$ cat config.mk
export PLATFORM = sky130hd
export DESIGN_NAME = cache_arbiter_flat
export DESIGN_NICKNAME = d
export VERILOG_FILES = /design/src/rtl/lc3b_types.sv /design/src/rtl/wishbone.sv /design/src/rtl/cache_arbiter_control.sv /design/src/rtl/cache_arbiter.sv /design/src/flat_wrapper.sv
export SDC_FILE = /design/constraint.sdc
export NUM_CORES = 1
export LEC_CHECK = 0
export CORE_AREA = 2 2 353 355
export DETAILED_ROUTE_END_ITERATION = 10
export DIE_AREA = 0 0 355 357
export GPL_TIMING_DRIVEN = 0
export SLEW_MARGIN = 20
export SYNTH_ARGS = -nofsm -noshare
export SYNTH_HDL_FRONTEND = slang
export SYNTH_SLANG_ARGS = --single-unit
$ cat constraint.sdc
create_clock -name clk -period 3.2 [get_ports clk]
set_clock_uncertainty 0.15 [all_clocks]
set_input_delay 0.64 -clock clk [delete_from_list [all_inputs] [get_ports clk]]
set_output_delay 0.64 -clock clk [all_outputs]
set_load 0.01 [all_outputs]
$ cat src/rtl/lc3b_types.sv
// Shared LC-3b type definitions: datapath words, cache lines and the
// cache arbiter's state and side-select encodings.
package lc3b_types;

  typedef logic [15:0]  lc3b_word;
  typedef logic [127:0] lc3b_8words;
  typedef logic [11:0]  lc3b_line_addr;
  typedef logic [15:0]  lc3b_line_sel;

  typedef enum logic [1:0] {
    IDLE,
    GNT_I,
    GNT_D
  } arb_state_t;

  typedef logic arb_side_t;
  localparam arb_side_t ARB_I = 1'b0;
  localparam arb_side_t ARB_D = 1'b1;

  localparam lc3b_line_sel SEL_ALL = 16'hFFFF;

endpackage

$ cat src/rtl/wishbone.sv
// Line-granular wishbone bundle used between the L1 caches, the arbiter
// and the downstream memory port.
interface wishbone (
  input logic CLK
);
  import lc3b_types::*;

  lc3b_line_addr ADR;
  lc3b_8words    DAT_M;
  lc3b_8words    DAT_S;
  lc3b_line_sel  SEL;
  logic          WE;
  logic          CYC;
  logic          STB;
  logic          ACK;
  logic          RTY;

  modport master (
    input  CLK, DAT_S, ACK, RTY,
    output ADR, DAT_M, SEL, WE, CYC, STB
  );

  modport slave (
    input  CLK, ADR, DAT_M, SEL, WE, CYC, STB,
    output DAT_S, ACK, RTY
  );

endinterface

$ cat src/rtl/cache_arbiter_control.sv
// Arbiter control: grant FSM, round-robin priority bit and the
// transaction / conflict performance counters.
module cache_arbiter_control
  import lc3b_types::*;
#(
  parameter int unsigned CNT_W = 16
) (
  input  logic             clk,
  input  logic             rst_n,
  input  logic             cyc_i,
  input  logic             stb_i,
  input  logic             cyc_d,
  input  logic             stb_d,
  input  logic             mem_ack,
  output logic             grant_valid,
  output arb_side_t        grant_sel,
  output logic [CNT_W-1:0] icache_grant_count,
  output logic [CNT_W-1:0] dcache_grant_count,
  output logic [CNT_W-1:0] conflict_count
);

  arb_state_t state;
  arb_side_t  prio;
  logic       req_i;
  logic       req_d;
  logic       win_valid;
  arb_side_t  win_sel;

  always_comb begin
    req_i     = cyc_i & stb_i;
    req_d     = cyc_d & stb_d;
    win_valid = req_i | req_d;
    win_sel   = ARB_D;
    if (req_i && req_d) begin
      win_sel = prio;
    end else if (req_i) begin
      win_sel = ARB_I;
    end
  end

  // grant_valid/grant_sel are registered alongside state so the steering
  // muxes in the top level never see a combinational path from the requests.
  always_ff @(posedge clk or negedge rst_n) begin
    if (!rst_n) begin
      state              <= IDLE;
      prio               <= ARB_D;
      grant_valid        <= 1'b0;
      grant_sel          <= ARB_D;
      icache_grant_count <= '0;
      dcache_grant_count <= '0;
      conflict_count     <= '0;
    end else begin
      unique case (state)
        IDLE: begin
          if (req_i && req_d) begin
            conflict_count <= conflict_count + CNT_W'(1);
            prio           <= (prio == ARB_I) ? ARB_D : ARB_I;
          end
          if (win_valid) begin
            state       <= (win_sel == ARB_I) ? GNT_I : GNT_D;
            grant_valid <= 1'b1;
            grant_sel   <= win_sel;
          end
        end
        GNT_I: begin
          if (!cyc_i) begin
            state       <= IDLE;
            grant_valid <= 1'b0;
          end else if (mem_ack) begin
            icache_grant_count <= icache_grant_count + CNT_W'(1);
            prio               <= ARB_D;
            state              <= IDLE;
            grant_valid        <= 1'b0;
          end
        end
        GNT_D: begin
          if (!cyc_d) begin
            state       <= IDLE;
            grant_valid <= 1'b0;
          end else if (mem_ack) begin
            dcache_grant_count <= dcache_grant_count + CNT_W'(1);
            prio               <= ARB_I;
            state              <= IDLE;
            grant_valid        <= 1'b0;
          end
        end
        default: begin
          state       <= IDLE;
          grant_valid <= 1'b0;
        end
      endcase
    end
  end

endmodule

$ cat src/rtl/cache_arbiter.sv
// Shares one downstream wishbone line port between the L1 I-cache and
// D-cache; this level only steers buses according to the control's grant.
module cache_arbiter
  import lc3b_types::*;
#(
  parameter int unsigned CNT_W = 16
) (
  input  logic             clk,
  input  logic             rst_n,
  wishbone.slave           wb_icache,
  wishbone.slave           wb_dcache,
  wishbone.master          wb_mem,
  output logic [CNT_W-1:0] icache_grant_count,
  output logic [CNT_W-1:0] dcache_grant_count,
  output logic [CNT_W-1:0] conflict_count
);

  logic      grant_valid;
  arb_side_t grant_sel;
  logic      gnt_i;
  logic      gnt_d;

  cache_arbiter_control #(
    .CNT_W(CNT_W)
  ) u_control (
    .clk                (clk),
    .rst_n              (rst_n),
    .cyc_i              (wb_icache.CYC),
    .stb_i              (wb_icache.STB),
    .cyc_d              (wb_dcache.CYC),
    .stb_d              (wb_dcache.STB),
    .mem_ack            (wb_mem.ACK),
    .grant_valid        (grant_valid),
    .grant_sel          (grant_sel),
    .icache_grant_count (icache_grant_count),
    .dcache_grant_count (dcache_grant_count),
    .conflict_count     (conflict_count)
  );

  always_comb begin
    gnt_i = grant_valid && (grant_sel == ARB_I);
    gnt_d = grant_valid && (grant_sel == ARB_D);
  end

  always_comb begin
    wb_mem.CYC   = grant_valid;
    wb_mem.STB   = grant_valid;
    wb_mem.ADR   = '0;
    wb_mem.DAT_M = '0;
    wb_mem.SEL   = SEL_ALL;
    wb_mem.WE    = 1'b0;
    if (gnt_i) begin
      wb_mem.ADR   = wb_icache.ADR;
      wb_mem.DAT_M = wb_icache.DAT_M;
      wb_mem.SEL   = wb_icache.SEL;
      wb_mem.WE    = wb_icache.WE;
    end else if (gnt_d) begin
      wb_mem.ADR   = wb_dcache.ADR;
      wb_mem.DAT_M = wb_dcache.DAT_M;
      wb_mem.SEL   = wb_dcache.SEL;
      wb_mem.WE    = wb_dcache.WE;
    end
  end

  // A waiting side is told to retry for as long as it keeps requesting.
  always_comb begin
    wb_icache.DAT_S = wb_mem.DAT_S;
    wb_icache.ACK   = gnt_i & wb_mem.ACK;
    wb_icache.RTY   = gnt_i ? wb_mem.RTY : (wb_icache.CYC & wb_icache.STB);
    wb_dcache.DAT_S = wb_mem.DAT_S;
    wb_dcache.ACK   = gnt_d & wb_mem.ACK;
    wb_dcache.RTY   = gnt_d ? wb_mem.RTY : (wb_dcache.CYC & wb_dcache.STB);
  end

endmodule
$ cat src/flat_wrapper.sv
// flat-port wrapper written by rule: the top's interface ports become plain ports
module cache_arbiter_flat import lc3b_types::*;
#(
  parameter int unsigned CNT_W = 16
)
  (clk, rst_n, icache_grant_count, dcache_grant_count, conflict_count, CLK, wb_icache_ADR, wb_icache_DAT_M, wb_icache_SEL, wb_icache_WE, wb_icache_CYC, wb_icache_STB, wb_icache_DAT_S, wb_icache_ACK, wb_icache_RTY, wb_dcache_ADR, wb_dcache_DAT_M, wb_dcache_SEL, wb_dcache_WE, wb_dcache_CYC, wb_dcache_STB, wb_dcache_DAT_S, wb_dcache_ACK, wb_dcache_RTY, wb_mem_DAT_S, wb_mem_ACK, wb_mem_RTY, wb_mem_ADR, wb_mem_DAT_M, wb_mem_SEL, wb_mem_WE, wb_mem_CYC, wb_mem_STB);
  wishbone wb_icache_i (.CLK(CLK));
  wishbone wb_dcache_i (.CLK(CLK));
  wishbone wb_mem_i (.CLK(CLK));
  input  logic clk;
  input  logic rst_n;
  output logic [CNT_W-1:0] icache_grant_count;
  output logic [CNT_W-1:0] dcache_grant_count;
  output logic [CNT_W-1:0] conflict_count;
  input wire logic CLK;
  input wire logic [$bits(wb_icache_i.ADR)-1:0] wb_icache_ADR;
  input wire logic [$bits(wb_icache_i.DAT_M)-1:0] wb_icache_DAT_M;
  input wire logic [$bits(wb_icache_i.SEL)-1:0] wb_icache_SEL;
  input wire logic [$bits(wb_icache_i.WE)-1:0] wb_icache_WE;
  input wire logic [$bits(wb_icache_i.CYC)-1:0] wb_icache_CYC;
  input wire logic [$bits(wb_icache_i.STB)-1:0] wb_icache_STB;
  output wire logic [$bits(wb_icache_i.DAT_S)-1:0] wb_icache_DAT_S;
  output wire logic [$bits(wb_icache_i.ACK)-1:0] wb_icache_ACK;
  output wire logic [$bits(wb_icache_i.RTY)-1:0] wb_icache_RTY;
  input wire logic [$bits(wb_dcache_i.ADR)-1:0] wb_dcache_ADR;
  input wire logic [$bits(wb_dcache_i.DAT_M)-1:0] wb_dcache_DAT_M;
  input wire logic [$bits(wb_dcache_i.SEL)-1:0] wb_dcache_SEL;
  input wire logic [$bits(wb_dcache_i.WE)-1:0] wb_dcache_WE;
  input wire logic [$bits(wb_dcache_i.CYC)-1:0] wb_dcache_CYC;
  input wire logic [$bits(wb_dcache_i.STB)-1:0] wb_dcache_STB;
  output wire logic [$bits(wb_dcache_i.DAT_S)-1:0] wb_dcache_DAT_S;
  output wire logic [$bits(wb_dcache_i.ACK)-1:0] wb_dcache_ACK;
  output wire logic [$bits(wb_dcache_i.RTY)-1:0] wb_dcache_RTY;
  input wire logic [$bits(wb_mem_i.DAT_S)-1:0] wb_mem_DAT_S;
  input wire logic [$bits(wb_mem_i.ACK)-1:0] wb_mem_ACK;
  input wire logic [$bits(wb_mem_i.RTY)-1:0] wb_mem_RTY;
  output wire logic [$bits(wb_mem_i.ADR)-1:0] wb_mem_ADR;
  output wire logic [$bits(wb_mem_i.DAT_M)-1:0] wb_mem_DAT_M;
  output wire logic [$bits(wb_mem_i.SEL)-1:0] wb_mem_SEL;
  output wire logic [$bits(wb_mem_i.WE)-1:0] wb_mem_WE;
  output wire logic [$bits(wb_mem_i.CYC)-1:0] wb_mem_CYC;
  output wire logic [$bits(wb_mem_i.STB)-1:0] wb_mem_STB;
  assign wb_icache_i.ADR = wb_icache_ADR;
  assign wb_icache_i.DAT_M = wb_icache_DAT_M;
  assign wb_icache_i.SEL = wb_icache_SEL;
  assign wb_icache_i.WE = wb_icache_WE;
  assign wb_icache_i.CYC = wb_icache_CYC;
  assign wb_icache_i.STB = wb_icache_STB;
  assign wb_icache_DAT_S = wb_icache_i.DAT_S;
  assign wb_icache_ACK = wb_icache_i.ACK;
  assign wb_icache_RTY = wb_icache_i.RTY;
  assign wb_dcache_i.ADR = wb_dcache_ADR;
  assign wb_dcache_i.DAT_M = wb_dcache_DAT_M;
  assign wb_dcache_i.SEL = wb_dcache_SEL;
  assign wb_dcache_i.WE = wb_dcache_WE;
  assign wb_dcache_i.CYC = wb_dcache_CYC;
  assign wb_dcache_i.STB = wb_dcache_STB;
  assign wb_dcache_DAT_S = wb_dcache_i.DAT_S;
  assign wb_dcache_ACK = wb_dcache_i.ACK;
  assign wb_dcache_RTY = wb_dcache_i.RTY;
  assign wb_mem_i.DAT_S = wb_mem_DAT_S;
  assign wb_mem_i.ACK = wb_mem_ACK;
  assign wb_mem_i.RTY = wb_mem_RTY;
  assign wb_mem_ADR = wb_mem_i.ADR;
  assign wb_mem_DAT_M = wb_mem_i.DAT_M;
  assign wb_mem_SEL = wb_mem_i.SEL;
  assign wb_mem_WE = wb_mem_i.WE;
  assign wb_mem_CYC = wb_mem_i.CYC;
  assign wb_mem_STB = wb_mem_i.STB;
  cache_arbiter #(.CNT_W(CNT_W)) u_core (.clk(clk), .rst_n(rst_n), .wb_icache(wb_icache_i), .wb_dcache(wb_dcache_i), .wb_mem(wb_mem_i), .icache_grant_count(icache_grant_count), .dcache_grant_count(dcache_grant_count), .conflict_count(conflict_count));
endmodule
==> summary.md, run 1 <==
| Metric | Value |
|---|---|
| Outcome | `completed` |
| Setup crit start kind | `primary input` |
| First-pass GRT wire length | `94500 µm` |
| Synth Flop Type | `dfrtp_1` |
| Met2 wire length | `35300 µm` |
| Synthesized area | `7200 µm²` |
| Sinks on Clock Net | `53` |
| Pwr/cell area | `527 nW/µm²` |
| Detailed placer's ending HPWL | `73600 µm` |
| CTS tree | `built` |
| IO buf count | `787` |
| Die height | `357 µm` |
| WP data arrival | `2.40 ns` |
| CP endpoint kind | `output pin` |
| Nets@finish | `2105` |
| Ports | `918` |
| Share of layout cells above drive strength 1 | `24.1%` |
| Total CTS buffers | `5` |
| Fin util | `14.6%` |
| CP Data Required Time | `2.41 ns` |
| Row count | `129` |
| Top-count cell post-synth | `buf_4` |
| Clock Path Buffers | `2` |
| # Max-Cap Violations | `0` |
| Die X | `355 µm` |
| Synth unique cells | `41` |
| WL/cell | `23.9 µm` |
| Initial antenna violation count | `23` |
| CTS clock-pin slew for the worst setup and hold paths | `0.09 ns` |
| Starting Density | `5.85%` |
| Critical path class | `primary input to output pin` |
| CTS root buf | `clkbuf_16` |
| Relative slew slack | `55.9%` |
| Area Growth Syn to Fin | `150%` |
| P_leak | `7.21 nW` |
| Min Tclk post-route | `3.19 ns` |
| DR vias | `8799` |
| R2R setup slack | `0.93 ns` |
| Top fanout value on the critical path | `5` |
| HP Class | `primary input to asynchronous set/reset pin` |
| Synth Register Bits | `53` |
| GRT overflow | `0` |
| Yosys top cell by area | `buf_4` |
| Post-synth top cells | `buf_4, mux2i_1, nor2b_1` |
| Pin count of the biggest net entering global routing | `38` |
| RSZ-0062 raised after global routing | `yes` |
| ANT nets after route | `0` |
| CORE AREA | `123000 µm²` |
| Post-Route M1 WL | `33500 µm` |
| # DRC | `0` |
| Max Used Layer | `met5` |
| Tot Pwr | `9.48 mW` |
| H-tree Lvls | `2` |
| Crit Reg-Reg Endpoint | `u_core.u_control.conflict_count[15]` |
| Iter 0 DRT Violations | `427` |
| Synth warnings | `0` |
| Worst Tran Pin Value | `0.664 ns` |
| Syn nets | `1305` |
| Cells on worst reg2reg path | `6` |
| Hold buffers post-CTS | `0` |
| FMAX | `0.314 GHz` |
| GPL Wtd Cong | `0.994` |
| First-pass iteration count of the detailed router | `4` |
| Final period util | `99.6%` |
| Max VDD drop | `0.313 mV` |
| Die area | `127000 µm²` |
| Synth top area share | `27.0%` |
| Final hold viol count | `0` |
| Vias in the first global route | `8725` |
| Gr usage total | `11.6%` |
| Ranking of synthesized cells by area | `buf_4, mux2i_1, dfrtp_1` |
| Final hold slack | `0.0412 ns` |
| Met3 routed WL | `8770 µm` |
| Avg Cell Area, Syn | `8.53 µm²` |
| Mapped Cells | `844` |
| Worst reg2reg startpoint | `u_core.u_control.state[1]` |
| Routed WL | `78500 µm` |
| Detail-routed via count per cell | `2.68` |
| Max-slew violations | `0` |
| Post-synth EDFFs | `0` |
| Final setup violation count | `0` |
| Ys async rst share | `100%` |
| Register area share after synthesis | `18.5%` |
| Worst skew pair latency | `0.32 ns` |
[layer usage]
layer	up-vias	global-route usage, %
met5	-	0
met4	8	1.28
met3	46	4.33
met1	4081	15.3
li1	4125	-
met2	539	18.4
[placed cells by master, fill, tap and decap left out, types with 8 or more instances in the layout]
master           synthesis  final
nand3_1                 17     17
clkdlybuf4s15_2          0     24
nor2_1                  16     16
buf_4                  259    266
clkbuf_2                 0      8
nand4_1                 15     15
nand2_1                 41     39
xnor2_1                 36     36
ha_1                    10     10
mux2i_4                  0     35
dlygate4sd2_1            0     71
mux2i_1                158    109
xor2_1                   9      9
mux2i_2                  0     14
clkbuf_1                18      8
clkdlybuf4s50_1          0    685
nor2b_1                143    141
dfrtp_1                 51     51
[critical path, stage by stage]
cell             delay (ns)
dlygate4sd2_1          0.57
nand2_2                0.34
nor2_1                 0.17
a21o_1                 0.10
clkdlybuf4s50_1        0.56
[per-stage QoR]
stage	cell area, µm²	setup slack, ns	setup TNS [ns]	cells
final	18000	0.0143	0	3285
after floorplan	7200	0.991	0	844
after global placement	17100	-1.13	-138.47	3268
after detailed placement	17200	-0.982	-39.30	3270
after CTS	18000	-0.0132	-0.0168	3282
after global routing	18000	-0.00982	-0.0187	3285
[logic make-up (layout without fill, tap and decap cells)]
kind of cell	count (synthesis)	count (layout)	synth area share, %
mux	160	160	22.3
simple gates	253	253	20.3
other cells	0	3	0
fa+ha+maj	10	10	1.74
buf+inv	303	1104	29.6
flops	53	53	18.5
compound gates	20	20	2.09
xor+xnor	45	45	5.48
[repair_timing]
| item | in CTS | in global routing |
|---|---|---|
| endpoints found under the hold margin | 0 | 0 |
| gates resized for setup | 289 | 10 |
| gates cloned | 0 | 0 |
| buffers inserted | 5 | 0 |
| endpoints found under the setup margin | 161 | 9 |
[layout make-up]
type,count,area [µm²]
Clock inverter,3,28.8
Antenna cell,3,7.51
Clock buffer,5,125
Sequential cell,53,1330
Tap cell,1637,2050
Fill cell,14007,105000
Multi-Input combinational cell,488,4240
Timing Repair Buffer,794,7930
Inverter,7,26.3
Buffer,295,2260
[report_power, final]
| group | switching, mW | internal [mW] | total, mW |
|---|---|---|---|
| clock network | 0.337 | 0.303 | 0.640 |
| registers | 0.146 | 0.771 | 0.917 |
| logic | 4.29 | 3.64 | 7.93 |
[sequential cells by signal, indices dropped and copies added (netlist names)]
signal and flops:
u_core.u_control.conflict_count 16, u_core.u_control.dcache_grant_count 16, u_core.u_control.grant_sel 1, u_core.u_control.grant_valid 1, u_core.u_control.icache_grant_count 16, u_core.u_control.prio 1
u_core.u_control.state 2
[worst max path at each step]
stage	startpoint	to	slack, ns
after CTS	u_core.u_control.grant_sel	wb_mem_DAT_M[49]	-0.01
after detailed placement	u_core.u_control.grant_sel	wb_mem_SEL[11]	-0.98
after global placement	u_core.u_control.grant_valid	wb_mem_DAT_M[27]	-1.13
after global routing	u_core.u_control.grant_sel	wb_mem_DAT_M[37]	-0.01
after floorplan	u_core.u_control.grant_sel	wb_dcache_RTY	0.99
final	wb_icache_STB	wb_icache_RTY	0.01
Power figures use the tool's default switching activity.
==> run 2, diff against run 1 <==
--- a/config.mk
+++ b/config.mk
@@ -5,9 +5,9 @@
 export SDC_FILE = /design/constraint.sdc
 export NUM_CORES = 1
 export LEC_CHECK = 0
-export CORE_AREA = 2 2 353 355
+export CORE_AREA = 3 3 354 356
 export DETAILED_ROUTE_END_ITERATION = 10
-export DIE_AREA = 0 0 355 357
+export DIE_AREA = 0 0 357 359
 export GPL_TIMING_DRIVEN = 0
 export SLEW_MARGIN = 20
 export SYNTH_ARGS = -nofsm -noshare
==> constraint.sdc (replaced) <==
create_clock -name clk -period 3.2 [get_ports clk]
set_clock_uncertainty 0.15 [all_clocks]
set_input_delay 0.8 -clock clk [delete_from_list [all_inputs] [get_ports clk]]
set_output_delay 0.8 -clock clk [all_outputs]
set_load 0.01 [all_outputs]
==> run 2 against run 1 <==
Compared with the run above:
- the flow now finishes with violations (negative setup slack)
- global-route usage up 0.64 points
- combinational power up 7.7%
- first-iteration DRC count down 4.7%
- largest power group unchanged
- highest routed layer unchanged
==> summary.md, run 2 (synthesized netlist as in run 1, its figures left out) <==
| Metric | Value |
|---|---|
| FMAX | `0.301 GHz` |
| Violated checks | `negative setup slack` |
| Fin util | `15.1%` |
| Sinks on Clock Net | `53` |
| H-tree Lvls | `2` |
| Pin count of the biggest net entering global routing | `41` |
| Gr usage total | `12.2%` |
| Most common cell after layout, fill and taps aside | `clkdlybuf4s50_1` |
| Critical path class | `flop to output pin` |
| P_leak | `7.42 nW` |
| WL/cell | `25.2 µm` |
| Met2 wire length | `39400 µm` |
| Initial antenna violation count | `39` |
| Max VDD drop | `0.415 mV` |
| IO buf count | `787` |
| Cells along the critical path | `buf_12 -> buf_4 -> mux2i_1 -> nor2b_1 -> clkdlybuf4s50_1` |
| # DRC | `0` |
| Die height | `359 µm` |
| First-pass GRT wire length | `102000 µm` |
| Setup WS post-layout | `-0.118 ns` |
| Area Growth Syn to Fin | `157%` |
| # Max-Cap Violations | `0` |
| Top Registers | `u_core.u_control.conflict_count x16, u_core.u_control.dcache_grant_count x16, u_core.u_control.icache_grant_count x16` |
| Final hold viol count | `0` |
| Most frequent cells in the layout | `clkdlybuf4s50_1, buf_4, nor2b_1` |
| Delay of the slowest cell on the worst path | `0.55 ns` |
| Worst Tran Pin Value | `0.576 ns` |
| HP Class | `primary input to asynchronous set/reset pin` |
| ANT nets after route | `0` |
| GRT overflow | `0` |
| Post-Route M1 WL | `36100 µm` |
| CTS clock-pin slew for the worst setup and hold paths | `0.09 ns` |
| DR vias | `9185` |
| Share of layout cells above drive strength 1 | `29.4%` |
| Iter 0 DRT Violations | `407` |
| Setup crit start kind | `flop` |
| WP data arrival | `2.37 ns` |
| CORE AREA | `122000 µm²` |
| Met3 routed WL | `6480 µm` |
| Fill cells | `13838` |
| Buffer and inverter count on the worst path | `3` |
| Row count | `128` |
| Ports | `918` |
| Relative slew slack | `61.6%` |
| CP max stage cell | `dfstp_2` |
| Nets@finish | `2120` |
| Detailed placer's ending HPWL | `76300 µm` |
| Min Tclk post-route | `3.32 ns` |
| Outcome | `complete, but fails checks` |
| GPL Wtd Cong | `0.894` |
| Final setup violation count | `31` |
| Vias in the first global route | `9261` |
| Tot Pwr | `10.1 mW` |
| Total CTS buffers | `5` |
| Final period util | `104%` |
| Worst skew pair latency | `0.33 ns` |
| Detail-routed via count per cell | `2.79` |
| CTS root buf | `clkbuf_16` |
| Starting Density | `5.90%` |
| Max-slew violations | `0` |
| First-pass iteration count of the detailed router | `4` |
| RSZ-0062 raised after global routing | `yes` |
| CP Data Required Time | `2.25 ns` |
| Routed WL | `83100 µm` |
| Die X | `357 µm` |
| CP endpoint kind | `output pin` |
| Die area | `128000 µm²` |
| Top fanout value on the critical path | `10` |
| CTS tree | `built` |
| Hold buffers post-CTS | `0` |
| Max Used Layer | `met5` |
| DP Area | `17200 µm²` |
| Pwr/cell area | `547 nW/µm²` |
| Final hold slack | `0.171 ns` |
| CP delay by family, top | `buffers and inverters` |
| Design area | `18500 µm²` |
| Clock Path Buffers | `2` |
[run 2: changes by cell type in the layout (fill, tap and decap cells not counted), sizes merged]
cell           before  now
buf               286  322
clkbuf             25   42
clkdlybuf4s15      25   28
clkdlybuf4s50     685  663
diode               3   13
dlygate4sd2        71   37
dlymetal6s2s        2   17
[run 2: path summary, 6_finish.rpt]
check / startpoint / endpoint / slack (ns) / depth (start not counted)
min in group clk: u_core.u_control.conflict_count[15] / u_core.u_control.conflict_count[15] / 0.33 / 1
max: u_core.u_control.grant_sel / wb_mem_DAT_M[69] / -0.12 / 5
min reg2reg: u_core.u_control.conflict_count[15] / u_core.u_control.conflict_count[15] / 0.33 / 1
max in group asynchronous: rst_n / u_core.u_control.prio / 2.16 / 2
min: rst_n / u_core.u_control.icache_grant_count[8] / 0.17 / 1
max reg2reg: u_core.u_control.state[0] / u_core.u_control.conflict_count[12] / 0.95 / 6
[run 2: layout make-up]
type / count / area, µm² / share of cell area, %
Buffer: 296 / 2390 / 12.9
Clock inverter: 3 / 28.8 / 0.156
Sequential cell: 53 / 1330 / 7.20
Multi-Input combinational cell: 488 / 4490 / 24.3
Timing Repair Buffer: 808 / 8010 / 43.4
Inverter: 7 / 26.3 / 0.142
Tap cell: 1625 / 2030 / 11.0
Antenna cell: 13 / 32.5 / 0.176
Clock buffer: 5 / 125 / 0.678
[run 2: where the power goes]
part | switching [mW] | leakage (nW) | internal (mW)
clock | 0.351 | 0.0764 | 0.304
combinational | 4.45 | 6.63 | 4.09
sequential | 0.131 | 0.713 | 0.766
[run 2: what timing repair did]
item,in CTS,in global routing
buffers inserted,9,9
setup endpoints to repair,161,106
gates resized for setup,413,121
hold endpoints to repair,0,0
gates cloned,0,1
pin swaps,0,0
[run 2: metrics by stage]
stage	cells	TNS [ns]	setup slack, ns
CTS	3275	-10.72	-0.263
global route	3291	-7.17	-0.197
floorplan	844	0	0.831
global placement	3256	-157.87	-1.37
detailed placement	3258	-90.31	-1.41
finish	3298	-1.42	-0.118
[run 2: per-layer routing]
metal / vias to the layer above / global-route usage (%)
met5: - / 0
met4: 16 / 1.38
met3: 69 / 3.21
met2: 526 / 20.9
met1: 4396 / 15.7
li1: 4178 / -
==> run 3, diff against run 2 <==
--- a/config.mk
+++ b/config.mk
@@ -8,6 +8,7 @@
 export CORE_AREA = 3 3 354 356
 export DETAILED_ROUTE_END_ITERATION = 10
 export DIE_AREA = 0 0 357 359
+export GPL_ROUTABILITY_DRIVEN = 0
 export GPL_TIMING_DRIVEN = 0
 export SLEW_MARGIN = 20
 export SYNTH_ARGS = -nofsm -noshare
==> results of run 3 <==
No change in the layout: final DEF, timing and power equal those of run 2.
